`src/rtl/ssp_pkg.sv`:
```
// Shared SSP constants used by both the transmit and receive FIFOs.
package ssp_pkg;

    localparam int SSP_DATA_WIDTH = 8;
    localparam int SSP_ADDR_WIDTH = 2;
    localparam int SSP_FIFO_DEPTH = 1 << SSP_ADDR_WIDTH;

endpackage : ssp_pkg

```
`src/rtl/data_sync.sv`:
```
// Two-flop synchroniser for a single asynchronous level signal.
// Both stages are visible so the caller can build an edge detector
// from the first stage against the second.
module data_sync (
    input  logic clk,
    input  logic rst_n,
    input  logic d,
    output logic stage1,
    output logic stage2
);

    logic stage1_q;
    logic stage1_d;
    logic stage2_q;
    logic stage2_d;

    // Each stage simply takes the value of the one before it.
    always_comb begin
        stage1_d = d;
        stage2_d = stage1_q;
    end

    // Synchronous active-low reset clears both stages.
    always_ff @(posedge clk) begin
        if (!rst_n) begin
            stage1_q <= 1'b0;
            stage2_q <= 1'b0;
        end else begin
            stage1_q <= stage1_d;
            stage2_q <= stage2_d;
        end
    end

    assign stage1 = stage1_q;
    assign stage2 = stage2_q;

endmodule : data_sync

```
`src/rtl/ssp_tx_fifo.sv`:
```
// SSP transmit FIFO: the APB host pushes bytes, the serial shifter pops them
// by raising an asynchronous request that is synchronised and edge-detected here.
module ssp_tx_fifo
    import ssp_pkg::*;
#(
    parameter int DATA_WIDTH = SSP_DATA_WIDTH,
    parameter int ADDR_WIDTH = SSP_ADDR_WIDTH
) (
    input  logic                  i_PCLK,
    input  logic                  i_CLEAR,
    input  logic                  i_PSEL,
    input  logic                  i_PWRITE,
    input  logic [DATA_WIDTH-1:0] i_PWDATA,
    input  logic                  i_REQ,
    output logic [DATA_WIDTH-1:0] o_TXDATA,
    output logic                  o_TXVALID,
    output logic                  o_POP,
    output logic                  o_SSPTXINTR,
    output logic                  o_OVERRUN
);

    localparam int FIFO_DEPTH = 1 << ADDR_WIDTH;

    localparam logic [ADDR_WIDTH:0]   CNT_FULL = (ADDR_WIDTH + 1)'(FIFO_DEPTH);
    localparam logic [ADDR_WIDTH:0]   CNT_ONE  = (ADDR_WIDTH + 1)'(1);
    localparam logic [ADDR_WIDTH-1:0] PTR_ONE  = ADDR_WIDTH'(1);

    logic [DATA_WIDTH-1:0] mem_q [FIFO_DEPTH];

    logic [ADDR_WIDTH:0]   count_q;
    logic [ADDR_WIDTH:0]   count_d;
    logic [ADDR_WIDTH-1:0] wr_ptr_q;
    logic [ADDR_WIDTH-1:0] wr_ptr_d;
    logic [ADDR_WIDTH-1:0] rd_ptr_q;
    logic [ADDR_WIDTH-1:0] rd_ptr_d;
    logic [DATA_WIDTH-1:0] txdata_q;
    logic [DATA_WIDTH-1:0] txdata_d;
    logic                  pop_q;
    logic                  pop_d;
    logic                  overrun_q;
    logic                  overrun_d;

    logic req_s1;
    logic req_s2;
    logic sync_rst_n;
    logic empty;
    logic full;
    logic push_req;
    logic push;
    logic rise;
    logic pop;

    assign sync_rst_n = !i_CLEAR;

    data_sync u_req_sync (
        .clk    (i_PCLK),
        .rst_n  (sync_rst_n),
        .d      (i_REQ),
        .stage1 (req_s1),
        .stage2 (req_s2)
    );

    // Flags and handshake qualifiers all come from pre-edge state, so a push
    // into a full FIFO stays blocked even when a pop happens in the same cycle.
    always_comb begin
        empty    = (count_q == '0);
        full     = (count_q == CNT_FULL);
        push_req = i_PSEL & i_PWRITE;
        push     = push_req & !full;
        rise     = req_s1 & !req_s2;
        pop      = rise & !empty;
    end

    // Next-state for counter, pointers, output byte and status flags.
    always_comb begin
        count_d   = count_q;
        wr_ptr_d  = wr_ptr_q;
        rd_ptr_d  = rd_ptr_q;
        txdata_d  = txdata_q;
        pop_d     = pop;
        overrun_d = overrun_q | (push_req & full);
        if (push) begin
            wr_ptr_d = wr_ptr_q + PTR_ONE;
        end
        if (pop) begin
            rd_ptr_d = rd_ptr_q + PTR_ONE;
            txdata_d = mem_q[rd_ptr_q];
        end
        case ({push, pop})
            2'b10:   count_d = count_q + CNT_ONE;
            2'b01:   count_d = count_q - CNT_ONE;
            default: count_d = count_q;
        endcase
    end

    // State register; a clear wins over any push or pop in the same cycle.
    always_ff @(posedge i_PCLK) begin
        if (i_CLEAR) begin
            count_q   <= '0;
            wr_ptr_q  <= '0;
            rd_ptr_q  <= '0;
            txdata_q  <= '0;
            pop_q     <= 1'b0;
            overrun_q <= 1'b0;
        end else begin
            count_q   <= count_d;
            wr_ptr_q  <= wr_ptr_d;
            rd_ptr_q  <= rd_ptr_d;
            txdata_q  <= txdata_d;
            pop_q     <= pop_d;
            overrun_q <= overrun_d;
        end
    end

    // Storage array is never cleared; only the write is suppressed during clear.
    always_ff @(posedge i_PCLK) begin
        if (!i_CLEAR && push) begin
            mem_q[wr_ptr_q] <= i_PWDATA;
        end
    end

    assign o_TXDATA    = txdata_q;
    assign o_TXVALID   = !empty;
    assign o_POP       = pop_q;
    assign o_SSPTXINTR = full;
    assign o_OVERRUN   = overrun_q;

endmodule : ssp_tx_fifo
```
`config.mk`:
```
export PLATFORM = sky130hd
export DESIGN_NAME = ssp_tx_fifo
export DESIGN_NICKNAME = d
export VERILOG_FILES = /design/src/rtl/ssp_pkg.sv /design/src/rtl/data_sync.sv /design/src/rtl/ssp_tx_fifo.sv
export SDC_FILE = /design/constraint.sdc
export NUM_CORES = 1
export LEC_CHECK = 0
export CORE_UTILIZATION = 49
export CTS_CLUSTER_DIAMETER = 80
export DETAILED_ROUTE_END_ITERATION = 12
export PLACE_DENSITY = 0.74
export REMOVE_ABC_BUFFERS = 1
export SETUP_SLACK_MARGIN = 0.15
export SLEW_MARGIN = 20
export SYNTH_ARGS = -nofsm -noshare
export SYNTH_HDL_FRONTEND = slang
export SYNTH_HIERARCHICAL = 1
export SYNTH_SLANG_ARGS = --single-unit
```
`constraint.sdc`:
```
create_clock -name i_PCLK -period 2 [get_ports i_PCLK]
set_input_delay 0.4 -clock i_PCLK [delete_from_list [all_inputs] [get_ports i_PCLK]]
set_output_delay 0.4 -clock i_PCLK [all_outputs]
set_load 0.01 [all_outputs]
```
Word level (Yosys, flattened, before mapping). Memories as Yosys holds them, arrays and structs flattened. A register that Yosys moved wholly into a read port is not among the register bits. Cells that the tools add are included.

Register bits: 11. Memory bits (writable): 32. Input bits: 13. Output and inout port bits: 12. Word-level logic and storage cells: 31. Memories: 1.

Memory list: mem_q (words 4, width 8, read ports 1, clocked after Yosys merged registers in 1, write ports 1, RTL line ssp_tx_fifo.sv:28) `logic [DATA_WIDTH-1:0] mem_q [FIFO_DEPTH];`.

Add/sub/neg operators: 4. Equality and inequality tests: 3. Multiplexer cells: 3. Bitwise gates (word level): 6. Reduce and logical (&&, ||, !) cells: 7.

Operators with widths (count): $pmux 3 s2 (1); $and 1x1->1 (5); $add 2x1->2 const B (2); $logic_not 1->1 (4); $add 3x1->3 const B (1); $eq 3x3->1 const B (1); $logic_not 3->1 (1); $sub 3x1->3 const B (1); $eq 2x1->1 const B (1); $eq 2x2->1 const B (1); $mux 1 (2); $reduce_bool 2->1 (1); $logic_and 1x1->1 (1); $or 1x1->1 (1).

Depth between registers and ports, before layout. Gate-level depths: netlist of run 1.

Depth in word-level cells: 6. Mapped depth: 8. Depth with buffers taken out: 8.

Hierarchy. The synthesis of run 1 kept the hierarchy.

By module, submodules not included: ssp_tx_fifo (instances 1, cells each 139, area each 1985.7 µm²); data_sync (instances 1, cells each 4, area each 52.6 µm²).

Worst setup path after synthesis of run 1. Ideal clock, no wire load.

Path kind: register to register. Start: reg count_q[2]. End: reg count_q[2]. Library setup time: 0.070 ns. Arrival: 2.082 ns. Data required time: 1.930 ns. Path slack: -0.152 ns. Cell stages (with the launch flop): 9. Buffers on the path: 0. Period minus slack after synthesis: 2.152 ns. Path through: dfxtp_1 -> nor3b_2 -> nand2b_1 -> ha_1 -> inv_1 -> fa_1 -> xor2_1 -> or3_1 -> a21oi_1.

Longest elaborated chain between the ends: 5.

RTL lines: start: declaration (RTL line ssp_tx_fifo.sv:30) `logic [ADDR_WIDTH:0] count_q;`; start signal: assignment (RTL line ssp_tx_fifo.sv:106) `count_q <= count_d;`; $eq 3x3->1 * (RTL line ssp_tx_fifo.sv:67) `full = (count_q == CNT_FULL);`; named net o_SSPTXINTR (RTL line ssp_tx_fifo.sv:18) `output logic o_SSPTXINTR,`; $logic_not 1->1 * (RTL line ssp_tx_fifo.sv:69) `push = push_req & !full;`; $and 1x1->1 * (RTL line ssp_tx_fifo.sv:69); $eq 2x1->1 / $eq 2x2->1 (equally long branches) (RTL line ssp_tx_fifo.sv:89) `case ({push, pop})`; $pmux 3 s2 / $reduce_bool 2->1 (equally long branches).

The timed path passes the listed nets; every way through them passes the cells marked *. A chain may end at the register's enable or synchronous reset.

Worst setup path in the final report of run 1.
Start: reg count_q[1]. End: reg count_q[2].

Longest elaborated chain between the ends: 5.

RTL lines (RTL line): $eq 3x3->1 / $logic_not 3->1 (equally long branches) (ssp_tx_fifo.sv:67, ssp_tx_fifo.sv:66); $logic_not 1->1 (on tied branches) (ssp_tx_fifo.sv:69, ssp_tx_fifo.sv:71); $and 1x1->1 (on tied branches) (ssp_tx_fifo.sv:69, ssp_tx_fifo.sv:71); $eq 2x1->1 / $eq 2x2->1 (equally long branches) (ssp_tx_fifo.sv:89); $pmux 3 s2 / $reduce_bool 2->1 (equally long branches).

Several ways; a longest one is shown, not always the timed one.

==> flow_summary.json, run 1 <==
{
  "finalHoldViolCount": 0,
  "worstSetupPathType": "reg2reg",
  "synth_seq_area_share": 0.658,
  "nets": 202,
  "p_seq_frac": 0.551,
  "clk_pin_slew_worst_paths_ns": 0.09,
  "slowest_delay_ns": 0.38,
  "fin_util": 0.657,
  "cp-start-kind": "flip-flop",
  "place_area_um2": 2430,
  "cap_viol_max_count": 0,
  "reg2reg_from": "count_q[1]",
  "async_flop_share": 0,
  "ys_ff_latch": 51,
  "track_usage": 0.183,
  "p_switching_uw": 452,
  "skew_ns": 0.00469,
  "swShare": 0.213,
  "die_w_um": 66.5,
  "clkLatencyLatePin_ns": 0.30,
  "critPathSlowestCell": "dfxtp_4",
  "synth.distinct_cells": 29,
  "io_buffers": 24,
  "tightest_slew_ns": 0.646,
  "place_congestion": 0.743,
  "leakagePower_nw": 0.900,
  "clkPwrFrac": 0.338,
  "hold_path_class": "reg2reg",
  "dp_hpwl_um": 2480,
  "antenna_found_initial": 0,
  "critical-path-top-delay-family": "simple AND/OR/NAND/NOR gates",
  "area_growth_syn_to_layout_pct": 29.0,
  "drv_slew": 0,
  "reg2regPathDepth": 8,
  "timing.critical_path.to_type": "flip-flop",
  "p_per_area_nw_per_um2": 808,
  "clkSinkCount": 51,
  "numCtsBuffers": 5,
  "p_comb_frac": 0.111,
  "ant_nets": 0,
  "rrSetupSlack_ns": 0.03,
  "grt_max_degree": 20,
  "wl_per_cell_um": 15.2,
  "drc": 0,
  "yosys-top-cells-area": "edfxtp_1, dfxtp_1, mux4_2",
  "vias": 1223,
  "synth_area_um2": 2040,
  "antenna_cells": 0,
  "rows": 23,
  "clockBufferDepth": 2,
  "ys_warn_count": 6,
  "num_io_pins": 25,
  "dieArea_um2": 4420,
  "overflow": 0,
  "die_y_um": 66.5,
  "setup.worst_path.end": "count_q[2]",
  "finalCritPeriodShare": 0.983,
  "rsz0062_at_grt": "true",
  "finalInstanceArea_um2": 2630,
  "yosys.area.top_type_share": 0.471,
  "core_region_area_um2": 4000,
  "grt_pass1_vias": 1230,
  "synth_top_area_cell": "edfxtp_1",
  "htree_levels": 2,
  "synth_edf_count": 32,
  "fin_crit_ns": 1.97,
  "start_util": 0.510,
  "crit_path_start": "count_q[1]",
  "cp.arrival_ns": 2.20,
  "status": "complete, no violations",
  "routed_wl_um": 3550,
  "cts_root_buf": "clkbuf_8",
  "setup-violations-final": 0,
  "relSlewSlack": 0.569,
  "max-vdd-ir-drop_mv": 0.405,
  "cts_tree": "done",
  "path_buf_inv": 1,
  "regToRegEndpoint": "count_q[2]",
  "worstPathRequired_ns": 2.23,
  "drtIter0Drc": 69,
  "max_freq_mhz": 509,
  "crit_chain": "nor3b_4 > nand2b_4 > ha_4 > inv_1 > fa_2 > xor2_1 > or3_1 > a21oi_2",
  "p_int_mw": 1.67,
  "avgSynthCellArea_um2": 14.3,
  "crit_path_max_fanout": 4,
  "cts_hold_buf": 0,
  "power_mw": 2.12,
  "cp.depth": 8,
  "grt_pass1_wl_um": 5640,
  "synthFlopType": "edfxtp_1",
  "final_cell_mix": "edfxtp_1, clkdlybuf4s50_1, dfxtp_1",
  "postSynthCellCount": 143,
  "mostFrequentLayoutCell": "edfxtp_1",
  "layout-drive-gt1-share": 0.234,
  "viasPerCell": 5.23,
  "firstDrtPassIters": 4
}
per-layer routing:
| metal | wire length (um) | part of all wire | global-route usage | up-vias |
|---|---|---|---|---|
| met4 | 57 | 0.016 | 0.0824 | 0 |
| li1 | - | - | - | 603 |
| met5 | 0 | 0 | 0 | - |
| met1 | 1520 | 0.43 | 0.207 | 591 |
| met2 | 1850 | 0.52 | 0.314 | 24 |
| met3 | 118 | 0.033 | 0.0582 | 5 |
synthesized netlist by cell type, drive strengths merged, types with 3 or more instances:
cell    count
mux4        8
or3         3
nand3       8
dfxtp      19
clkbuf      4
nor3        3
ha          5
inv         8
buf         3
and2        7
nor2        6
o21ai      12
a21oi      14
edfxtp     32
per-stage QoR:
step | worst slack [ns] | TNS [ns] | instances | hold WS, ns
floorplan | -0.151 | -0.151 | 136 | 0.450
global placement | -0.257 | -0.278 | 222 | 0.452
detailed placement | -0.365 | -0.444 | 222 | 0.477
CTS | 0.00882 | 0 | 231 | 0.488
global route | -0.0298 | -0.0298 | 234 | 0.515
finish | 0.0339 | 0 | 234 | 0.483
kinds of logic after synthesis:
| group | count (synthesis) | synth area share |
|---|---|---|
| buf+inv | 15 | 0.0331 |
| simple gates | 33 | 0.0952 |
| flops | 51 | 0.658 |
| compound gates | 28 | 0.0724 |
| mux | 8 | 0.0921 |
| fa+ha+maj | 6 | 0.0405 |
| xor+xnor | 2 | 0.00860 |
layout make-up:
type                    instances  area (um2)
clock buffers                   6        82.6
multi-input cells              77         667
repair buffers                 40         399
well taps                      50        62.6
fillers                       297        1370
clock inverters                 2        35.0
flip-flops and latches         51        1350
inverters                       8        30.0
how the worst min path moves through the flow:
stage / start / slack (ns) / endpoint / depth (start not counted)
finish: o_TXDATA[3] / 0.48 / o_TXDATA[3] / 2
global route: o_TXDATA[6] / 0.51 / o_TXDATA[6] / 2
CTS: o_TXDATA[3] / 0.49 / o_TXDATA[3] / 2
detailed placement: o_TXDATA[3] / 0.48 / o_TXDATA[3] / 2
global placement: o_OVERRUN / 0.45 / o_OVERRUN / 2
floorplan: u_req_sync/stage1 / 0.45 / u_req_sync/stage2 / 1
worst register-to-register path, cell delays in order, from the launching register on:
cell      delay (ns)
dfxtp_4         0.38
nor3b_4         0.22
nand2b_4        0.17
ha_4            0.13
inv_1           0.05
fa_2            0.33
xor2_1          0.16
or3_1           0.36
a21oi_2         0.12
flip-flops by register name, indices dropped and copies added (netlist names):
signal             flops
wr_ptr_q               2
o_OVERRUN              1
o_TXDATA               8
u_req_sync/stage1      1
u_req_sync/stage2      1
count_q                3
mem_q                 32
o_POP                  1
rd_ptr_q               2
power by group through the flow:
| stage | clock (mW) | combinational, mW | sequential (mW) |
|---|---|---|---|
| finish | 0.719 | 0.236 | 1.17 |
| global route | 0.777 | 0.261 | 1.17 |
| CTS | 0.736 | 0.214 | 1.17 |
| detailed placement | 0 | 0.209 | 1.19 |
| global placement | 0 | 0.201 | 1.19 |
| floorplan | 0 | 0.101 | 1.19 |
what timing repair did:
item | CTS | global route
setup buffers | 1 | 3
setup endpoints to repair | 3 | 3
cloned | 0 | 0
pin swaps | 1 | 2
resized for setup | 11 | 10
(Power assumes the default switching activity.)
==> run 2, diff against run 1 <==
Settings changed: CAP_MARGIN set to 20.
==> results of run 2 <==
Same layout as run 1: the final DEF is identical, and so are final timing and power.
